<file path="src/rtl/video_frame_scheduler.sv">
// video_frame_scheduler: two-requester round-robin pixel FIFO feeding a
// raster-tracked scanout stream, with black fill and sticky flag on underflow.
module video_frame_scheduler #(
    parameter int unsigned DEPTH = 16,
    parameter int unsigned H640  = 640,
    parameter int unsigned V640  = 480,
    parameter int unsigned H1280 = 1280,
    parameter int unsigned V1280 = 720
) (
    input  logic                     clk,
    input  logic                     reset,
    input  logic                     enable,
    input  logic [1:0]               res_switch,
    input  logic                     req0_valid,
    input  logic [23:0]              req0_data,
    output logic                     req0_ready,
    input  logic                     req1_valid,
    input  logic [23:0]              req1_data,
    output logic                     req1_ready,
    input  logic                     pix_tick,
    output logic [23:0]              frame,
    output logic [10:0]              px_x,
    output logic [9:0]               px_y,
    output logic                     sof,
    output logic                     underflow,
    input  logic                     clr_underflow,
    output logic [$clog2(DEPTH):0]   fifo_count
);

    localparam int unsigned AW = $clog2(DEPTH);
    localparam int unsigned CW = AW + 1;

    logic [23:0]   mem [DEPTH];
    logic [AW-1:0] wr_ptr;
    logic [AW-1:0] rd_ptr;
    logic          rr_ptr;
    logic          mode;
    logic [10:0]   cnt_x;
    logic [9:0]    cnt_y;

    logic          full;
    logic          empty;
    logic          grant0;
    logic          grant1;
    logic          push;
    logic [23:0]   push_data;
    logic          pop;
    logic          pop_hit;
    logic [10:0]   h_last;
    logic [9:0]    v_last;

    // Arbitration, FIFO status and raster limits for the active mode
    always_comb begin
        full       = (fifo_count == CW'(DEPTH));
        empty      = (fifo_count == '0);
        grant0     = req0_valid & (~rr_ptr | ~req1_valid);
        grant1     = req1_valid & (rr_ptr | ~req0_valid);
        req0_ready = grant0 & ~full;
        req1_ready = grant1 & ~full;
        push       = (req0_valid & req0_ready) | (req1_valid & req1_ready);
        push_data  = grant0 ? req0_data : req1_data;
        pop        = pix_tick & enable;
        pop_hit    = pop & ~empty;
        h_last     = mode ? 11'(H1280 - 1) : 11'(H640 - 1);
        v_last     = mode ? 10'(V1280 - 1) : 10'(V640 - 1);
    end

    // Pixel storage; contents need no reset since occupancy is tracked separately
    always_ff @(posedge clk) begin
        if (push) begin
            mem[wr_ptr] <= push_data;
        end
    end

    // FIFO pointers, arbitration pointer, scanout, raster position and flags
    always_ff @(posedge clk) begin
        if (reset) begin
            wr_ptr     <= '0;
            rd_ptr     <= '0;
            fifo_count <= '0;
            rr_ptr     <= 1'b0;
            mode       <= 1'b0;
            cnt_x      <= '0;
            cnt_y      <= '0;
            frame      <= 24'h000000;
            px_x       <= '0;
            px_y       <= '0;
            sof        <= 1'b0;
            underflow  <= 1'b0;
        end else begin
            if (push) begin
                wr_ptr <= wr_ptr + 1'b1;
                rr_ptr <= grant0;
            end
            if (pop_hit) begin
                rd_ptr <= rd_ptr + 1'b1;
            end
            fifo_count <= fifo_count + CW'(push) - CW'(pop_hit);

            if (pop) begin
                frame <= pop_hit ? mem[rd_ptr] : 24'h000000;
                px_x  <= cnt_x;
                px_y  <= cnt_y;
                sof   <= (cnt_x == '0) && (cnt_y == '0);
                if (cnt_x == h_last) begin
                    cnt_x <= '0;
                    cnt_y <= (cnt_y == v_last) ? '0 : cnt_y + 1'b1;
                end else begin
                    cnt_x <= cnt_x + 1'b1;
                end
            end else begin
                sof <= 1'b0;
            end

            if (pop && empty) begin
                underflow <= 1'b1;
            end else if (clr_underflow) begin
                underflow <= 1'b0;
            end

            // Resolution only changes while the next pixel is the frame origin
            if ((cnt_x == '0) && (cnt_y == '0)) begin
                mode <= (res_switch == 2'd1);
            end
        end
    end

endmodule

</file>
<file path="config.mk">
export PLATFORM = sky130hd
export DESIGN_NAME = video_frame_scheduler
export DESIGN_NICKNAME = d
export VERILOG_FILES = /design/src/rtl/video_frame_scheduler.sv
export SDC_FILE = /design/constraint.sdc
export NUM_CORES = 1
export LEC_CHECK = 0
export CORE_ASPECT_RATIO = 2
export CORE_MARGIN = 3
export CORE_UTILIZATION = 45
export CTS_CLUSTER_SIZE = 10
export DETAILED_ROUTE_END_ITERATION = 6
export HOLD_SLACK_MARGIN = 0.1
export SYNTH_ARGS = -nofsm -noshare
export SYNTH_HDL_FRONTEND = slang
export SYNTH_SLANG_ARGS = --single-unit
</file>
<file path="constraint.sdc">
create_clock -name clk -period 7.6 [get_ports clk]
set_clock_uncertainty 0.05 [all_clocks]
set_input_delay 1.52 -clock clk [delete_from_list [all_inputs] [get_ports clk]]
set_output_delay 1.52 -clock clk [all_outputs]
set_load 0.02 [all_outputs]
</file>
Word level (Yosys, flattened, before mapping)
Memories as Yosys holds them, arrays and structs flattened. A register that Yosys moved wholly into a read port is not among the register bits. Cells that the tools add are included.

$add $sub $neg: 6. Equality and inequality tests: 4. Mux-type cells: 12. Bitwise gates (word level): 17. Reductions and logical operators: 8.

Operators with widths (number): 24-bit 2-to-1 mux (2); 11-bit 2-to-1 mux (2); 10-bit 2-to-1 mux (2); 11-bit by 1-bit adder with 11-bit output, second input constant (1); 11-bit == test (1); 11-bit zero test (1); 10-bit by 1-bit adder with 10-bit output, second input constant (1); 10-bit == test (1); 10-bit zero test (1); 4-bit by 1-bit adder with 4-bit output, second input constant (2); 1-bit bitwise AND (8); 4-bit 2-to-1 mux (2); 1-bit inverter (6); 5-bit by 1-bit adder with 5-bit output (1); 5-bit == test, second input constant (1); 5-bit zero test (1); 5-bit by 1-bit subtractor with 5-bit output (1); 1-bit 2-to-1 mux (4); 1-bit bitwise OR (3); 2-bit by 1-bit == test with 1-bit output, second input constant (1); 1-bit logical AND (2); 2-bit AND reduction (1); 2-bit nonzero test (1); 2-bit OR reduction (1).

Register bits after elaboration: 83. Bits in writable memories: 384. Bits of input ports: 57. Output and inout bits: 54. Logic and storage cells: 60. Memories: 1.

Memories: mem (depth 16, width 24, read ports 1, clocked after Yosys merged registers in 1, wr ports 1, line 33) `logic [23:0] mem [DEPTH];`.

Longest topological paths before layout
Word-level depth: 8. Gate-level depth with buffers: 14.

Least setup slack after synthesis
OpenSTA, ideal clock, no wires.

Kind: input to register. From: input req1_valid. To: memory mem[0][0], enable pin. Library setup time: 435 ps. Arrival time: 3661 ps. Data required time: 7115 ps. Slack: 3454 ps. Stages: 4. Path buffers: 0. Cells stage by stage: nor2_1 -> nor2_1 -> nand2_1 -> nor3_1.

Cells in the longest elaborated chain, start to end: 8.

RTL lines: start: declaration (line 17) `input logic req1_valid,`; 1-bit inverter (line 56) `grant0 = req0_valid & (~rr_ptr | ~req1_valid);`; 1-bit bitwise OR (line 56); 1-bit bitwise AND (line 56); 1-bit bitwise AND (line 58) `req0_ready = grant0 & ~full;`; 1-bit bitwise AND (line 60) `push = (req0_valid & req0_ready) | (req1_valid & req1_ready);`; 1-bit bitwise OR * (line 60); 1-bit 2-to-1 mux * (line 70) `if (push) begin`; 1-bit 2-to-1 mux (implied by the code) * (line 71) `mem[wr_ptr] <= push_data;`; end: declaration (line 33).

Mark *: on every way between the ends. The rest lies on a longest branch, timed or not.

Final worst setup path
From: input req0_valid. To: output req0_ready.

Cells in the longest elaborated chain, start to end: 2.

RTL lines: start: declaration (line 14) `input logic req0_valid,`; 1-bit bitwise AND (line 56); 1-bit bitwise AND (line 58); end: declaration (line 16) `output logic req0_ready,`.

No other way between the ends.

==> impl_metrics.py <==
metrics = {
    "synth": {
        "synth-seq-cells": 471,
        "ys.flop_type": "edfxtp_1",
        "syn-cell-area_um2": 18400,
        "synth_edf_count": 384,
        "synth_most_common_cell": "edfxtp_1",
        "synth_mux_area_share_pct": 15.8,
        "synth_top_family_by_area": "multiplexers",
        "synth_xor_area_share_pct": 0.810,
        "yosysUniqueCellTypes": 50,
        "seq_area_frac_synth_pct": 72.2,
        "synthAdderAreaFrac_pct": 1.13,
        "avgSynthCellArea_um2": 17.9,
        "yosys.area.top_type": "edfxtp_1",
        "syn_nets": 1100,
        "ys_warn_count": 0,
        "synth_commonest_cells": "edfxtp_1, mux4_2, nand2_1",
        "async_reset_ff_share_pct": 0,
        "synth_area_leaders": "edfxtp_1, mux4_2, dfxtp_1, mux2i_1, nand2_1",
        "synth_compound_area_share_pct": 3.03,
        "synthSimpleGateAreaFrac_pct": 5.28,
        "syn_inst": 1027,
        "synth_top_cell_area_share_pct": 62.7,
    },
    "setup_path": {
        "cp_max_fo": 22,
        "r2r_slack_ns": 4.62,
        "cp_common_cell": "clkdlybuf4s50_1",
        "required_ns": 6.03,
        "ff2ff_path_depth": 13,
        "slowest_delay_ns": 0.60,
        "startpoint_type": "input pin",
        "path_cells": "clkdlybuf4s50_1 -> a21boi_4 -> buf_4 -> and2_1 -> clkdlybuf4s50_1",
        "r2r_end": "fifo_count[4]",
        "crit_type": "in -> out",
        "crit_arrival_ns": 3.54,
        "cp_slowest_cell": "clkdlybuf4s50_1",
        "endpoint_kind": "output port",
        "r2r_start": "fifo_count[3]",
    },
    "floorplanning": {
        "core_um2": 40300,
        "core.rowCount": 104,
        "die_height_um": 292,
        "io_pins": 111,
        "die_w_um": 149,
        "dieArea_um2": 43400,
        "initial_core_util_pct": 45.6,
    },
    "clocking": {
        "cts_tree": "built",
        "cts_htree_levels": 2,
        "cts_made_buffers": 53,
        "cts_resized": 0,
        "clockRootBuffer": "clkbuf_16",
        "insertion_delay_ns": 0.57,
        "clkSinkCount": 471,
        "cts_setup_buffers": 0,
        "clk_path_buf_depth": 3,
        "clk_pin_slew_worst_paths_ns": 0.06,
        "postCtsHoldBufs": 0,
    },
    "sta": {
        "fin_setup_tns_ns": 0,
        "hold_violations": 0,
        "drv_slew": 0,
        "finalCriticalPeriod_ns": 5.11,
        "setup_viol": 0,
        "period_share_pct": 67.2,
        "grt_setup_unrepaired": "false",
        "relSlewSlack_pct": 27.9,
        "worst_pin_slew_ns": 1.08,
        "fmax_mhz": 196,
    },
    "global_routing": {
        "grt_pass1_wl_um": 61800,
        "grt_pass1_vias": 10300,
        "antenna_found_initial": 0,
        "gr-total-overflow": 0,
        "grtUsageTotal_pct": 18.9,
        "grt_max_degree": 62,
    },
    "worst_hold_path": {
        "hold_class": "reg -> reg",
        "hold_start": "px_x[0]",
        "holdPathStages": 2,
        "min_to": "px_x[0]",
    },
    "pwr": {
        "power_density_nw_per_um2": 292,
        "pwr-share-clk_pct": 36.3,
        "p_sw_share_pct": 24.7,
        "p_leak_nw": 6.75,
        "pwr-share-comb_pct": 14.6,
        "power_frac_seq_pct": 49.1,
        "p_switching_w": 0.00156,
        "peakVddDrop_v": 0.000199,
        "p_int_w": 0.00477,
    },
    "place": {
        "io_buffer_count": 110,
        "dpl_cell_area_um2": 20200,
        "dp_hpwl_um": 23700,
        "gp_congestion": 0.805,
        "dp.cells": 1642,
    },
    "detailed_routing": {
        "drc": 0,
        "wl_met2_um": 23700,
        "routed_wirelength_um": 41000,
        "wl_per_cell_um": 23.6,
        "first_iter_violations": 563,
        "drtAntennaViolNets": 0,
        "route.layer.met1.wl_um": 14500,
        "top_layer_used": "met4",
        "vias": 9685,
        "firstDrtPassIters": 4,
        "via_per_inst": 5.57,
        "route.met3.wl_um": 1640,
    },
    "final_layout": {
        "layout.nets": 1240,
        "finalNonFillerCells": 1738,
        "fillers": 3284,
        "synthToLayoutAreaGrowth_pct": 18.2,
        "diodes": 0,
        "final_area_um2": 21700,
        "drive_gt1_share_pct": 19.4,
    },
    "run_status": {
        "outcome": "finished, final reports clean",
    },
    "flow_run": {
        "cap_violations": 0,
    },
}
[routing by layer]
metal  vias up  global-route usage (%)
met1      5038                    20.8
met2       230                    36.7
met4         0                    6.17
li1       4347                       -
met3        70                    2.80
met5         -                       0
[worst max path at each step]
stage,cells past startpoint,slack (ns),to,start
after CTS,5,2.44,req0_ready,req0_valid
after floorplan,4,3.45,mem[0][0],req1_valid
final,5,2.49,req0_ready,req0_valid
after global routing,5,2.41,req0_ready,req0_valid
after detailed placement,5,2.44,req0_ready,req0_valid
after global placement,5,2.45,req0_ready,req0_valid
[per-stage QoR]
| step | hold WS, ns | power [W] | worst slack, ns | utilization [%] |
|---|---|---|---|---|
| 4_1_cts | 0.405 | 0.00642 | 2.44 | 53.9 |
| 6_report | 0.402 | 0.00634 | 2.49 | 53.9 |
| 2_1_floorplan | 0.390 | 0.00377 | 3.45 | - |
| 3_3_place_gp | 0.393 | 0.00410 | 2.45 | 50.0 |
| 3_5_place_dp | 0.397 | 0.00412 | 2.44 | 50.0 |
| 5_1_grt | 0.424 | 0.00659 | 2.41 | 53.9 |
[placed cells by master, fill, tap and decap left out, types with 3 or more instances in the layout]
master           synthesis  layout
nor2b_1                  4       4
o221ai_1                24      24
nor2_1                  38      25
clkbuf_16                0      54
xor2_1                   4       4
edfxtp_1               384     384
or4_1                    6       6
o21ai_0                  6       6
clkbuf_1                27      39
nand2_1                 90      90
nor2_2                   0      13
nor4_1                   6       6
nor3_1                  12       8
clkdlybuf4s50_1          0     109
nand4_1                  5       5
nor3_2                   0       4
inv_1                   19      19
or3_1                    3       3
dfxtp_4                  0       3
mux4_2                  96      96
dfxtp_1                 87      84
nand3b_1                 3       3
mux2i_1                 48      48
xnor2_1                 13      13
nand2b_1                 3       3
nor4bb_1                 3       3
ha_1                    15      15
o31ai_1                  5       5
mux2_2                  24      24
buf_4                    2      28
nand3_1                 13      13
a21oi_1                 40      40
[power groups by stage]
stage	clock network [W]	logic (W)	registers [W]
after floorplan	0	0.000599	0.00317
after global placement	0	0.000934	0.00316
after detailed placement	0	0.000947	0.00317
after CTS	0.00235	0.000951	0.00312
after global routing	0.00245	0.00101	0.00313
final	0.00230	0.000923	0.00311
[critical path, delay by kind of cell]
family | cells | cell delay, ns
AOI/OAI and AO/OA | 1 | 0.32
buffers and inverters | 3 | 1.50
and+or+nand+nor | 1 | 0.19
[layout make-up]
| class | count | area (um2) | area share, % |
|---|---|---|---|
| multi-input combinational | 484 | 4860 | 22.4 |
| tap | 530 | 663 | 3.05 |
| sequential | 471 | 13300 | 61.1 |
| clock buffer | 93 | 1500 | 6.89 |
| clock inverter | 3 | 45.0 | 0.207 |
| timing repair buffer | 138 | 1310 | 6.01 |
| inverter | 19 | 71.3 | 0.328 |
[cells by family after synthesis]
group,Yosys count
flops,471
simple gates,200
mux,168
compound gates,83
buf+inv,72
xor+xnor,17
fa+ha+maj,16
[flip-flops by register name, indices dropped and copies added (netlist names), 4 cells and up, named ones only]
register    flops
cnt_y          10
rd_ptr          4
wr_ptr          4
mem           384
cnt_x          11
px_x           11
fifo_count      5
px_y           10
frame          24
(Power assumes the default switching activity.)
==> RTL change (same settings) <==
Set the parameter `DEPTH` to 32 (it was 16).
--- a/src/rtl/video_frame_scheduler.sv
+++ b/src/rtl/video_frame_scheduler.sv
@@ -1,7 +1,7 @@
 // video_frame_scheduler: two-requester round-robin pixel FIFO feeding a
 // raster-tracked scanout stream, with black fill and sticky flag on underflow.
 module video_frame_scheduler #(
-    parameter int unsigned DEPTH = 16,
+    parameter int unsigned DEPTH = 32,
     parameter int unsigned H640  = 640,
     parameter int unsigned V640  = 480,
     parameter int unsigned H1280 = 1280,
Ports: changed (resized fifo_count); port bits go from 111 to 112. The function was not compared with the original's and may differ.
==> RTL change against the original RTL <==
Cell area up 79%. Worst hold slack better by 0.0026 ns. Synthesized area up 83%. Worst setup slack better by 0.041 ns. Wire length up 110%. Total power up 77%. First-iteration DRC count rose to 2.5 times the old value. Sequential cell count up 388. Count of clock-buffer cells in the layout up 85. Via count up 81%. Sequential share of layout area up 3.0 points. Largest cell class unchanged.
==> RTL change: results (changes against the original RTL) <==
\begin{tabular}{lr}
\hline
Metric & Value \\
\hline
\multicolumn{2}{l}{\textbf{Global routing}} \\
First-pass GRT wire length & 126000 µm (+100\%) \\
Met1 usage in global routing & 25.3\% (+4.5 points) \\
Via count of the first global-routing pass & 18568 (+80\%) \\
Met3 track utilization from global routing & 3.24\% (+0.45 points) \\
\multicolumn{2}{l}{\textbf{Synth}} \\
Area fraction of the dominant cell type after synthesis & 68.5\% (+5.7 points) \\
Ranking of synthesized cells by area & sky130\_fd\_sc\_hd\_\_edfxtp\_1 (68\%), sky130\_fd\_sc\_hd\_\_mux4\_2 (8.0\%), sky130\_fd\_sc\_hd\_\_dfxtp\_1 (5.4\%), sky130\_fd\_sc\_hd\_\_mux2i\_1 (4.9\%), sky130\_fd\_sc\_hd\_\_a22o\_1 (1.2\%) \\
Synthesized Nets & 1915 (+74\%) \\
Number of distinct library cell variants in the gate-level netlist after synthesis & 57 (+14\%) \\
Sequential area share after synthesis & 73.9\% (+1.6 points) \\
\multicolumn{2}{l}{\textbf{Run status}} \\
Status & completed \\
\multicolumn{2}{l}{\textbf{Layout}} \\
Inverter count & 16 (-3) \\
Number of buffers outside the clock class in the layout & 142 (+2.9\%) \\
Signal buffers share of area & 3.49\% (-2.5 points) \\
Multi-input combinational cell count & 855 (+77\%) \\
\multicolumn{2}{l}{\textbf{Worst setup path}} \\
Destination of the worst register-to-register timing path & frame[17] \\
Slack of the worst reg-to-reg path & 3.86 ns (-0.76 ns) \\
Worst reg2reg path depth & 7 (-6) \\
Top fanout value on the critical path & 26 (+18\%) \\
\multicolumn{2}{l}{\textbf{Placement}} \\
Routability congestion estimate from global placement & 0.834 (+3.5\%) \\
\multicolumn{2}{l}{\textbf{Power and ir drop}} \\
Max IR drop VDD & 0.144 mV (-28\%) \\
\multicolumn{2}{l}{\textbf{Worst hold path}} \\
Startpoint of the lowest-slack hold path & px\_y[6] \\
Endpoint with the worst hold slack & px\_y[6] \\
\multicolumn{2}{l}{\textbf{Route}} \\
Vias after detailed routing & 17546 (+81\%) \\
First-pass detailed-route iteration total & 5 (+1) \\
\multicolumn{2}{l}{\textbf{Clocking}} \\
Number of H-tree levels & 3 (+1) \\
\multicolumn{2}{l}{\textbf{STA}} \\
Slew at the pin closest to its max-slew limit & 1.20 ns (+0.120 ns) \\
\hline
\end{tabular}
[RTL change: per-layer routing]
| metal | wire length, µm | share of wire (%) |
|---|---|---|
| met1 | 30600 | 36 |
| met2 | 47700 | 56 |
| met3 | 3810 | 4.4 |
| met4 | 3770 | 4.4 |
| met5 | 0 | 0 |
[RTL change: where the power goes]
part | switching (W) | total (W) | internal [W]
Clock | 0.00177 | 0.00426 | 0.00249
Combinational | 0.000900 | 0.00147 | 0.000569
Sequential | 0.0000978 | 0.00551 | 0.00541
[RTL change: stage by stage]
| stage | instances | worst slack (ns) | total power [W] | hold slack [ns] | cell area, µm² |
|---|---|---|---|---|---|
| floorplan | 1839 | 3.81 | 0.00649 | 0.419 | 33700 |
| global placement | 2801 | 2.51 | 0.00707 | 0.396 | 35900 |
| detailed placement | 2801 | 2.48 | 0.00710 | 0.399 | 35900 |
| CTS | 2982 | 2.48 | 0.0113 | 0.406 | 38800 |
| global route | 2982 | 2.44 | 0.0116 | 0.421 | 38800 |
| finish | 2982 | 2.54 | 0.0112 | 0.404 | 38800 |
[RTL change: worst register-to-register path, cell delays in order, from the launching register on]
cell and delay, ns:
sky130_fd_sc_hd__dfxtp_4 0.65, sky130_fd_sc_hd__buf_4 0.74, sky130_fd_sc_hd__nor2b_2 0.51, sky130_fd_sc_hd__buf_4 0.37, sky130_fd_sc_hd__a22o_1 0.22, sky130_fd_sc_hd__a221oi_1 0.06, sky130_fd_sc_hd__o31ai_1 0.80, sky130_fd_sc_hd__a211oi_1 0.18
[RTL change: cells by family after synthesis]
logic type / count (synthesis) / synth area share [%]
flops: 859 / 73.9
mux: 315 / 13.9
fa+ha+maj: 19 / 0.728
xor+xnor: 28 / 0.728
buf+inv: 125 / 1.70
compound gates: 230 / 5.40
simple gates: 263 / 3.64
